## config.mk

```make
export PLATFORM = sky130hd
export DESIGN_NAME = cpu_multicycle
export DESIGN_NICKNAME = d
export VERILOG_FILES = /design/src/rtl/cpu_multicycle.sv
export SDC_FILE = /design/constraint.sdc
export NUM_CORES = 1
export LEC_CHECK = 0
export BUFFER_PORTS_ARGS = -buffer_cell sky130_fd_sc_hd__buf_2
export CORE_MARGIN = 1
export CORE_UTILIZATION = 35
export DETAILED_ROUTE_END_ITERATION = 8
export PLACE_DENSITY = 0.59
export SLEW_MARGIN = 40
export SYNTH_ARGS = -nofsm -noshare
export SYNTH_HDL_FRONTEND = slang
export SYNTH_SLANG_ARGS = --single-unit
```

## constraint.sdc

```tcl
create_clock -name CLK -period 3.6 [get_ports CLK]
set_input_delay 0.18 -clock CLK [delete_from_list [all_inputs] [get_ports CLK]]
set_output_delay 0.18 -clock CLK [all_outputs]
set_load 0.01 [all_outputs]
```

## src/rtl/cpu_multicycle.sv

```systemverilog
// cpu_multicycle: multi-cycle 4-register CPU with Z/C flags, conditional
// branches, HALT and an output port. Instructions are fetched from an
// external memory that may insert wait states.
//
// Optional feature: define HW_MUL_EN to make opcode D an unsigned multiply
// (rd = low half of rd*rs). Without it opcode D is a NOP and no multiplier
// exists.
//
// Fetch handshake: instr_req is high for every cycle the core sits in FETCH;
// an instruction is taken on any rising edge where instr_req and instr_valid
// are both high (instr_valid may rise in the same cycle as instr_req).
// instr_addr is held stable for as long as instr_req stays high.
//
// Ports:
//   CLK          clock, rising edge
//   reset        synchronous, active-low
//   instr_req    fetch request (high in FETCH)
//   instr_addr   fetch address (= pc)
//   instr_valid  instr_data is valid this cycle
//   instr_data   16-bit instruction word {op[15:12], rd[11:10], rs[9:8], imm[7:0]}
//   ALUResult    result of the last ALU-class instruction
//   cpu_out      output port register
//   out_valid    one-cycle pulse after cpu_out is written
//   halted       high while in HALT
//   dbg_state    current FSM state (0 FETCH, 1 EXEC, 2 HALT)
//   dbg_flags    {Z, C}
module cpu_multicycle #(
  parameter int DATA_W = 8,
  parameter int PC_W   = 8
) (
  input  logic              CLK,
  input  logic              reset,
  output logic              instr_req,
  output logic [PC_W-1:0]   instr_addr,
  input  logic              instr_valid,
  input  logic [15:0]       instr_data,
  output logic [DATA_W-1:0] ALUResult,
  output logic [DATA_W-1:0] cpu_out,
  output logic              out_valid,
  output logic              halted,
  output logic [1:0]        dbg_state,
  output logic [1:0]        dbg_flags
);

  typedef enum logic [1:0] {
    S_FETCH = 2'd0,
    S_EXEC  = 2'd1,
    S_HALT  = 2'd2
  } state_t;

  localparam logic [3:0] OP_LDI  = 4'h1;
  localparam logic [3:0] OP_ADD  = 4'h2;
  localparam logic [3:0] OP_SUB  = 4'h3;
  localparam logic [3:0] OP_AND  = 4'h4;
  localparam logic [3:0] OP_OR   = 4'h5;
  localparam logic [3:0] OP_XOR  = 4'h6;
  localparam logic [3:0] OP_SHL  = 4'h7;
  localparam logic [3:0] OP_OUT  = 4'h8;
  localparam logic [3:0] OP_JMP  = 4'h9;
  localparam logic [3:0] OP_JZ   = 4'hA;
  localparam logic [3:0] OP_JC   = 4'hB;
  localparam logic [3:0] OP_MOV  = 4'hC;
  localparam logic [3:0] OP_MUL  = 4'hD;
  localparam logic [3:0] OP_HALT = 4'hF;

  state_t             state;
  logic [PC_W-1:0]    pc;
  logic [15:0]        ir;
  logic [DATA_W-1:0]  rf [4];
  logic               z_flag;
  logic               c_flag;

  // Instruction fields
  logic [3:0]         op;
  logic [1:0]         rd;
  logic [1:0]         rs;
  logic [DATA_W-1:0]  imm_ext;
  logic [PC_W-1:0]    jmp_tgt;
  logic [DATA_W-1:0]  rd_val;
  logic [DATA_W-1:0]  rs_val;

  assign op      = ir[15:12];
  assign rd      = ir[11:10];
  assign rs      = ir[9:8];
  assign imm_ext = DATA_W'(ir[7:0]);
  assign jmp_tgt = PC_W'(ir[7:0]);
  assign rd_val  = rf[rd];
  assign rs_val  = rf[rs];

  assign instr_addr = pc;
  assign dbg_state  = state;
  assign dbg_flags  = {z_flag, c_flag};

  // ALU and next-pc, both from pre-edge register values
  logic [DATA_W-1:0]   alu_res;
  logic                alu_c;
  logic                alu_we;
  logic [DATA_W:0]     sum;
  logic [PC_W-1:0]     pc_inc;
  logic [PC_W-1:0]     pc_next;
`ifdef HW_MUL_EN
  logic [2*DATA_W-1:0] prod;
`endif

  assign pc_inc = pc + PC_W'(1);

  always_comb begin
    alu_res = '0;
    alu_c   = 1'b0;
    alu_we  = 1'b0;
    sum     = '0;
`ifdef HW_MUL_EN
    prod    = '0;
`endif
    case (op)
      OP_ADD: begin
        sum     = {1'b0, rd_val} + {1'b0, rs_val};
        alu_res = sum[DATA_W-1:0];
        alu_c   = sum[DATA_W];
        alu_we  = 1'b1;
      end
      OP_SUB: begin
        alu_res = rd_val - rs_val;
        alu_c   = (rd_val < rs_val);
        alu_we  = 1'b1;
      end
      OP_AND: begin
        alu_res = rd_val & rs_val;
        alu_we  = 1'b1;
      end
      OP_OR: begin
        alu_res = rd_val | rs_val;
        alu_we  = 1'b1;
      end
      OP_XOR: begin
        alu_res = rd_val ^ rs_val;
        alu_we  = 1'b1;
      end
      OP_SHL: begin
        alu_res = {rd_val[DATA_W-2:0], 1'b0};
        alu_c   = rd_val[DATA_W-1];
        alu_we  = 1'b1;
      end
`ifdef HW_MUL_EN
      OP_MUL: begin
        prod    = {{DATA_W{1'b0}}, rd_val} * {{DATA_W{1'b0}}, rs_val};
        alu_res = prod[DATA_W-1:0];
        alu_c   = |prod[2*DATA_W-1:DATA_W];
        alu_we  = 1'b1;
      end
`endif
      default: begin
        alu_res = '0;
      end
    endcase
  end

  always_comb begin
    pc_next = pc_inc;
    case (op)
      OP_JMP:  pc_next = jmp_tgt;
      OP_JZ:   pc_next = z_flag ? jmp_tgt : pc_inc;
      OP_JC:   pc_next = c_flag ? jmp_tgt : pc_inc;
      OP_HALT: pc_next = pc;
      default: pc_next = pc_inc;
    endcase
  end

  always_ff @(posedge CLK) begin
    if (!reset) begin
      state     <= S_FETCH;
      pc        <= '0;
      ir        <= '0;
      for (int i = 0; i < 4; i++) rf[i] <= '0;
      z_flag    <= 1'b0;
      c_flag    <= 1'b0;
      ALUResult <= '0;
      cpu_out   <= '0;
      out_valid <= 1'b0;
      halted    <= 1'b0;
      instr_req <= 1'b1;
    end else begin
      out_valid <= 1'b0;
      case (state)
        S_FETCH: begin
          if (instr_valid) begin
            ir        <= instr_data;
            state     <= S_EXEC;
            instr_req <= 1'b0;
          end
        end
        S_EXEC: begin
          pc <= pc_next;
          if (alu_we) begin
            rf[rd]    <= alu_res;
            z_flag    <= (alu_res == '0);
            c_flag    <= alu_c;
            ALUResult <= alu_res;
          end else if (op == OP_LDI) begin
            rf[rd] <= imm_ext;
          end else if (op == OP_MOV) begin
            rf[rd] <= rs_val;
          end
          if (op == OP_OUT) begin
            cpu_out   <= rd_val;
            out_valid <= 1'b1;
          end
          if (op == OP_HALT) begin
            state     <= S_HALT;
            halted    <= 1'b1;
            instr_req <= 1'b0;
          end else begin
            state     <= S_FETCH;
            instr_req <= 1'b1;
          end
        end
        S_HALT: begin
          halted    <= 1'b1;
          instr_req <= 1'b0;
        end
        default: begin
          state     <= S_FETCH;
          instr_req <= 1'b1;
        end
      endcase
    end
  end

endmodule

```

* Word level (Yosys, flattened, before mapping) *
Memories as Yosys holds them, arrays and structs flattened. A register that Yosys moved wholly into a read port is not among the register bits.
Cells that the tools add are included.

word-level totals
  memory bits (writable) = 32
  flip-flop bits (word level) = 47
  memories = 1
  output and inout port bits = 31
  logic and storage cells = 91
  input port bits = 19

memory list
  memory  depth  width  read ports  clocked after memory_dff  write ports  RTL line  text
  rf      4      8      2           2                         4            69        logic [DATA_W-1:0] rf [4];

cells by class
  $lt $le $gt $ge = 1
  multiplexer cells = 40
  eq/ne operators = 17
  $add $sub $neg = 3
  bitwise logic cells = 7
  reductions and logical operators = 12

operators with widths
  operator               number
  $pmux W8 S6            1
  $mux W8                5
  $pmux W8 S4            1
  $eq A4 B4 Y1 const B   6
  $mux W1                22
  $eq A4 B3 Y1 const B   4
  $mux W2                7
  $reduce_and A2 Y1      7
  $add A8 B8 Y9          1
  $add A8 B1 Y8 const B  1
  $and A8 B8 Y8          1
  $eq A4 B2 Y1 const B   2
  $logic_not A8 Y1       1
  $lt A8 B8 Y1           1
  $or A8 B8 Y8           1
  $reduce_or A8 Y1       1
  $sub A8 B8 Y8          1
  $xor A8 B8 Y8          1
  $pmux W1 S3            2
  $pmux W2 S3            1
  $reduce_or A6 Y1       1
  $eq A4 B1 Y1 const B   1
  $ne A2 B2 Y1 const B   2
  $eq A2 B1 Y1 const B   1
  other kinds (6)        8

* Depth between registers and ports, before layout *
Gate-level depths: netlist (run 1).

  word-level depth = 11
  mapped depth = 12
  gate-level depth less buffers = 11

* Worst setup path before layout (run 1) *
Ideal clock, no wire load.

  path kind = register -> register
  start point = reg with a tool-made name
  end point = mem rf[0][6] (data pin)
  clock period less this slack = 3440 ps
  arrival = 3167 ps
  path buffers = 2
  setup time = 272 ps
  setup slack = 160 ps
  cell stages (with the launch flop) = 12
  data required time = 3328 ps
  cell sequence = dfxtp_1 -> clkbuf_1 -> mux4_2 -> inv_1 -> ha_1 -> clkbuf_1 -> or3b_2 -> a31oi_1 -> o31ai_1 -> a211oi_1 -> o32a_1 -> a21oi_1

RTL lines
  what       RTL line
  to (decl)  69

==> impl_metrics.json, run 1 <==
{
  "cts_buffers": 9,
  "row_count": 44,
  "max_stage_delay_ns": 0.58,
  "dp.cells": 796,
  "coreArea_um2": 14500,
  "worst_slack_ns": 0.155,
  "drive_gt1_share_pct": 20.3,
  "holdPathEnd": "ir[1]$_SDFFE_PN0P_",
  "gp_congestion": 0.892,
  "crit_slowest_cell": "mux4_1",
  "path_cells": "buf_4 -> mux4_1 -> inv_1 -> ha_1 -> or3b_2 -> a31oi_2 -> o31ai_1 -> a211oi_2 -> o32a_1 -> a21oi_1",
  "post-route-util_pct": 42.1,
  "wl_um": 15700,
  "synthesis.nets": 616,
  "initial_core_util_pct": 36.0,
  "fin_cells": 813,
  "htreeDepth": 3,
  "synth_edf_count": 32,
  "power.leakage_nw": 2.45,
  "dp_hpwl_um": 11800,
  "synth_xor_area_share_pct": 0.503,
  "clock_skew_ns": 0.00826,
  "worstPathRequired_ns": 3.66,
  "grt_pass1_vias": 4278,
  "rrSetupSlack_ns": 0.15,
  "grt_first_pass_wirelength_um": 23900,
  "ys.warnings.count": 0,
  "die_width_um": 124,
  "syn2layout_area_growth_pct": 17.0,
  "ys.flop_type": "dfxtp_1",
  "tightestPinTransition_ns": 0.693,
  "cts_tree": "done",
  "insertion_delay_ns": 0.35,
  "design_area_um2": 6110,
  "drc": 0,
  "io_pins": 50,
  "ys_top_cells_by_area": "dfxtp_1 20%, edfxtp_1 18%, ha_1 6.0%",
  "dieArea_um2": 15400,
  "wl_per_cell_um": 19.3,
  "ir_drop_v": 0.000220,
  "arrival_ns": 3.51,
  "crit_fanout": 5,
  "r2r_end": "rf[2][6]$_SDFFCE_PN0P_",
  "end_kind": "register",
  "synthSimpleGateAreaFrac_pct": 21.9,
  "yosysTopAreaCell": "dfxtp_1",
  "fmax_ghz": 0.290,
  "hold_path.startpoint": "instr_data[1]",
  "place_ws_ns": 0.0649,
  "synth_fa_ha_area_share_pct": 6.75,
  "vias_per_cell": 5.65,
  "synth_top_family_by_area": "simple AND/OR/NAND/NOR gates",
  "antenna_found_initial": 0,
  "r2r_cells": 10,
  "synth.distinct_cells": 73,
  "overflow": 0,
  "synth_mux_area_share_pct": 9.91,
  "hold_viol_final": 0,
  "setup_violations": 0,
  "status": "complete, no violations",
  "startpoint_type": "register",
  "clockBufferDepth": 2,
  "hold-worst-slack_ns": 0.0696,
  "drtIter0Drc": 445,
  "synth_compound_area_share_pct": 17.4,
  "synth_cells": 570,
  "whs_path_depth": 3,
  "clock-sinks": 83,
  "relSlewSlack_pct": 53.4,
  "final_max_slew_viol_count": 0,
  "synth-async-reset-ratio_pct": 0,
  "vias": 4592,
  "ys_seq_elements": 83,
  "place_area_um2": 5780,
  "path_class": "register to register",
  "diodes": 0,
  "synth_area_per_cell_um2": 9.17,
  "ys_seq_area_share_pct": 37.9,
  "finalCriticalPeriod_ns": 3.45,
  "fin_crit_sh_pct": 95.7,
  "path_clk_slew_ns": 0.07,
  "antenna_left": 0,
  "cap_violations": 0,
  "clockRootBuffer": "clkbuf_16",
  "dr.pass1.iters": 5,
  "grt_use_total_pct": 21.0,
  "dieHeight_um": 124,
  "synth_common_cells": "66 x nand2_1, 51 x dfxtp_1, 48 x nor2_1",
  "holdCritPathClass": "input pin to register",
  "portBuffers": 49,
  "yosys.area.top_type_share_pct": 19.5,
  "fin_nets": 670,
  "syn_area_um2": 5230,
  "yosysMostFrequentCell": "nand2_1",
  "postCtsHoldBufs": 0,
  "grt_max_degree": 35,
  "p_per_area_nw_per_um2": 411
}
[state kept, by name, summed over array words and instances, names as in the netlist, named ones only]
| register | count |
|---|---|
| rf | 32 |
| ir | 16 |
| ALUResult | 8 |
| cpu_out | 8 |
| instr_addr | 8 |
| dbg_state | 2 |
| c_flag | 1 |
| halted | 1 |
| instr_req | 1 |
| out_valid | 1 |
| z_flag | 1 |
[cells by family after synthesis]
group                    count (synthesis)
AND/OR/NAND/NOR                        221
AO/OA/AOI/OAI                          136
flip-flops                              83
buffers and inverters                   71
multiplexers                            29
adder cells (fa/ha/maj)                 27
XOR/XNOR                                 3
[per-stage QoR]
step	setup TNS (ns)	power [W]
global route	-0.0112	0.00262
global placement	0	0.00154
finish	0	0.00251
floorplan	0	0.00138
detailed placement	0	0.00155
CTS	0	0.00252
[per-layer routing]
metal,up-vias,routed length (um),GRT usage (%)
li1,2179,-,-
met1,2243,7110,27.3
met2,134,7370,33.8
met3,36,706,4.03
met4,0,532,9.38
met5,-,0,0
[power breakdown]
part | switching [W] | total (W) | internal (W)
logic | 0.000298 | 0.000505 | 0.000207
clock network | 0.000409 | 0.000968 | 0.000558
registers | 0.0000328 | 0.00104 | 0.00101
[final cells by class]
cell class,count,area [um^2]
fillers,1436,8420
multi-input cells,416,2970
flip-flops and latches,83,1980
repair buffers,83,500
clock buffers,11,275
well taps,184,230
inverters,31,116
clock inverters,5,37.5
[placed cells by master, fill, tap and decap left out, drive strengths merged, types with 8 or more instances in the layout]
cell	n
buf	83
nand2	66
dfxtp	51
nor2	48
a21oi	40
inv	33
edfxtp	32
o21ai	27
ha	25
nor2b	16
mux4	16
nor3	14
nand2b	13
mux2i	12
clkbuf	11
and3	9
a21o	8
nand3	8
a211oi	8
[how the worst max path moves through the flow]
stage,start,end,depth (start not counted)
after floorplan,register,rf[0][6]$_SDFFCE_PN0P_,11
after global placement,register,rf[0][6]$_SDFFCE_PN0P_,10
after global routing,register,rf[0][6]$_SDFFCE_PN0P_,10
after detailed placement,register,rf[2][6]$_SDFFCE_PN0P_,10
after CTS,register,rf[0][7]$_SDFFCE_PN0P_,11
final,register,rf[2][6]$_SDFFCE_PN0P_,10
[worst max-delay path, delay by kind of cell, from the launching register on]
| kind | cells | cell delay, ns |
|---|---|---|
| simple gates | 1 | 0.53 |
| compound gates | 5 | 1.09 |
| buf+inv | 2 | 0.28 |
| fa+ha+maj | 1 | 0.27 |
| flops | 1 | 0.43 |
| mux | 1 | 0.58 |
[repair_timing]
item	in CTS	in global routing
buffers inserted	0	1
resized for setup	1	3
pin swaps	0	1
setup endpoints to repair	1	8
No activity file was read; power rests on OpenSTA's default activity.
==> run 2, diff against run 1 <==
Settings changed: PLACE_DENSITY 0.59 to 0.55, SLEW_MARGIN 40 to 20.
==> impl_metrics.json, run 2 (synthesis gave the netlist of run 1 again) <==
{
  "postCtsHoldBufs": 0,
  "path_cells": "buf_4 -> mux4_1 -> inv_1 -> ha_1 -> o21a_1 -> nor2_1 -> nor4_1 -> a311o_1 -> or4_4 -> o31ai_2",
  "dieHeight_um": 124,
  "wl_per_cell_um": 19.4,
  "row_count": 44,
  "cts_buffers": 9,
  "crit_fanout": 12,
  "vias": 4586,
  "arrival_ns": 3.69,
  "clockRootBuffer": "clkbuf_16",
  "p_per_area_nw_per_um2": 391,
  "wl_um": 15900,
  "fmax_ghz": 0.292,
  "largest_reg_flops": 32,
  "htreeDepth": 3,
  "max_stage_delay_ns": 0.58,
  "post-route-util_pct": 42.0,
  "final_common_cell": "nand2_1",
  "largest-register": "rf",
  "path_class": "register to register",
  "dp_hpwl_um": 12200,
  "crit_family": "simple AND/OR/NAND/NOR gates",
  "grt_use_total_pct": 22.0,
  "portBuffers": 49,
  "overflow": 0,
  "startpoint_type": "register",
  "final_max_slew_viol_count": 0,
  "holdCritPathClass": "input pin to register",
  "vias_per_cell": 5.61,
  "hold_viol_final": 0,
  "io_pins": 50,
  "relSlewSlack_pct": 48.6,
  "grt_pass1_vias": 4451,
  "end_kind": "register",
  "power.leakage_nw": 2.45,
  "insertion_delay_ns": 0.35,
  "drive_gt1_share_pct": 20.7,
  "antenna_found_initial": 0,
  "diodes": 0,
  "dr.pass1.iters": 5,
  "gp_congestion": 0.916,
  "dieArea_um2": 15400,
  "clock_skew_ns": 0.0103,
  "reg_top3": "rf (32), ir (16)",
  "timing.critical_path.buf_inv": 2,
  "fin_nets": 674,
  "antenna_left": 0,
  "drtIter0Drc": 357,
  "tns_ns": 0,
  "coreArea_um2": 14500,
  "finalCriticalPeriod_ns": 3.42,
  "clock-sinks": 83,
  "fin_crit_sh_pct": 95.0,
  "path_clk_slew_ns": 0.07,
  "clockBufferDepth": 2,
  "syn2layout_area_growth_pct": 16.9,
  "cts_setup_buffers": 0,
  "grt_max_degree": 35,
  "cap_violations": 0,
  "hold-worst-slack_ns": 0.0697,
  "status": "complete, no violations",
  "grt_first_pass_wirelength_um": 25000,
  "die_width_um": 124,
  "initial_core_util_pct": 36.0,
  "ir_drop_v": 0.000219,
  "tightestPinTransition_ns": 0.770,
  "crit_slowest_cell": "mux4_1",
  "setup_violations": 0,
  "layout_common_cells": "66 x nand2_1, 51 x dfxtp_1, 49 x buf_2",
  "cts_tree": "done",
  "worstPathRequired_ns": 3.87,
  "drc": 0
}
run 2: cell count changes in the layout (fill, tap and decap cells not counted), sizes merged:
cell | previous run | this run
inv | 33 | 30
clkinv | 3 | 4
clkinvlp | 0 | 2
buf | 83 | 87
run 2: final timing paths:
check | from | endpoint | slack [ns] | cells after the start
min | instr_data[1] | ir[1]$_SDFFE_PN0P_ | 0.07 | 3
min reg2reg | halted$_SDFFE_PN0P_ | halted$_SDFFE_PN0P_ | 0.46 | 1
max | register | z_flag$_SDFFE_PN0N_ | 0.18 | 10
max reg2reg | register | z_flag$_SDFFE_PN0N_ | 0.18 | 10
run 2: area by class of cell:
cell class              instances  area [um^2]
clock buffers                  11          233
clock inverters                 5         30.0
fillers                      1463         8430
inverters                      31          116
multi-input cells             416         2980
flip-flops and latches         83         1980
well taps                     184          230
repair buffers                 87          534
run 2: metrics by stage:
step	worst slack, ns	instances	instance area, um^2	power, W
finish	0.181	817	6110	0.00239
global placement	0.160	801	5820	0.00155
CTS	0.0663	817	6080	0.00240
global route	-0.00764	817	6110	0.00249
detailed placement	0.0889	801	5820	0.00155
floorplan	0.160	570	5230	0.00138
run 2: timing repair:
action	CTS	global route
resized for setup	0	6
endpoints found under the hold margin	0	0
endpoints found under the setup margin	0	13
run 2: power by group:
part | switching, W | total, W | internal, W
logic | 0.000300 | 0.000508 | 0.000208
clock network | 0.000372 | 0.000836 | 0.000464
registers | 0.0000323 | 0.00104 | 0.00101
run 2: worst register-to-register path, stage by stage, from the launching register on:
cell,delay (ns)
dfxtp_1,0.48
buf_4,0.22
mux4_1,0.58
inv_1,0.08
ha_1,0.37
o21a_1,0.24
nor2_1,0.17
nor4_1,0.08
a311o_1,0.36
or4_4,0.56
o31ai_2,0.21
run 2: per-layer routing:
layer | wire [um] | up-vias | GRT usage, %
met2 | 7110 | 160 | 33.5
met4 | 584 | 0 | 11.3
li1 | - | 2183 | -
met5 | 0 | - | 0
met3 | 733 | 37 | 3.57
met1 | 7430 | 2206 | 30.0
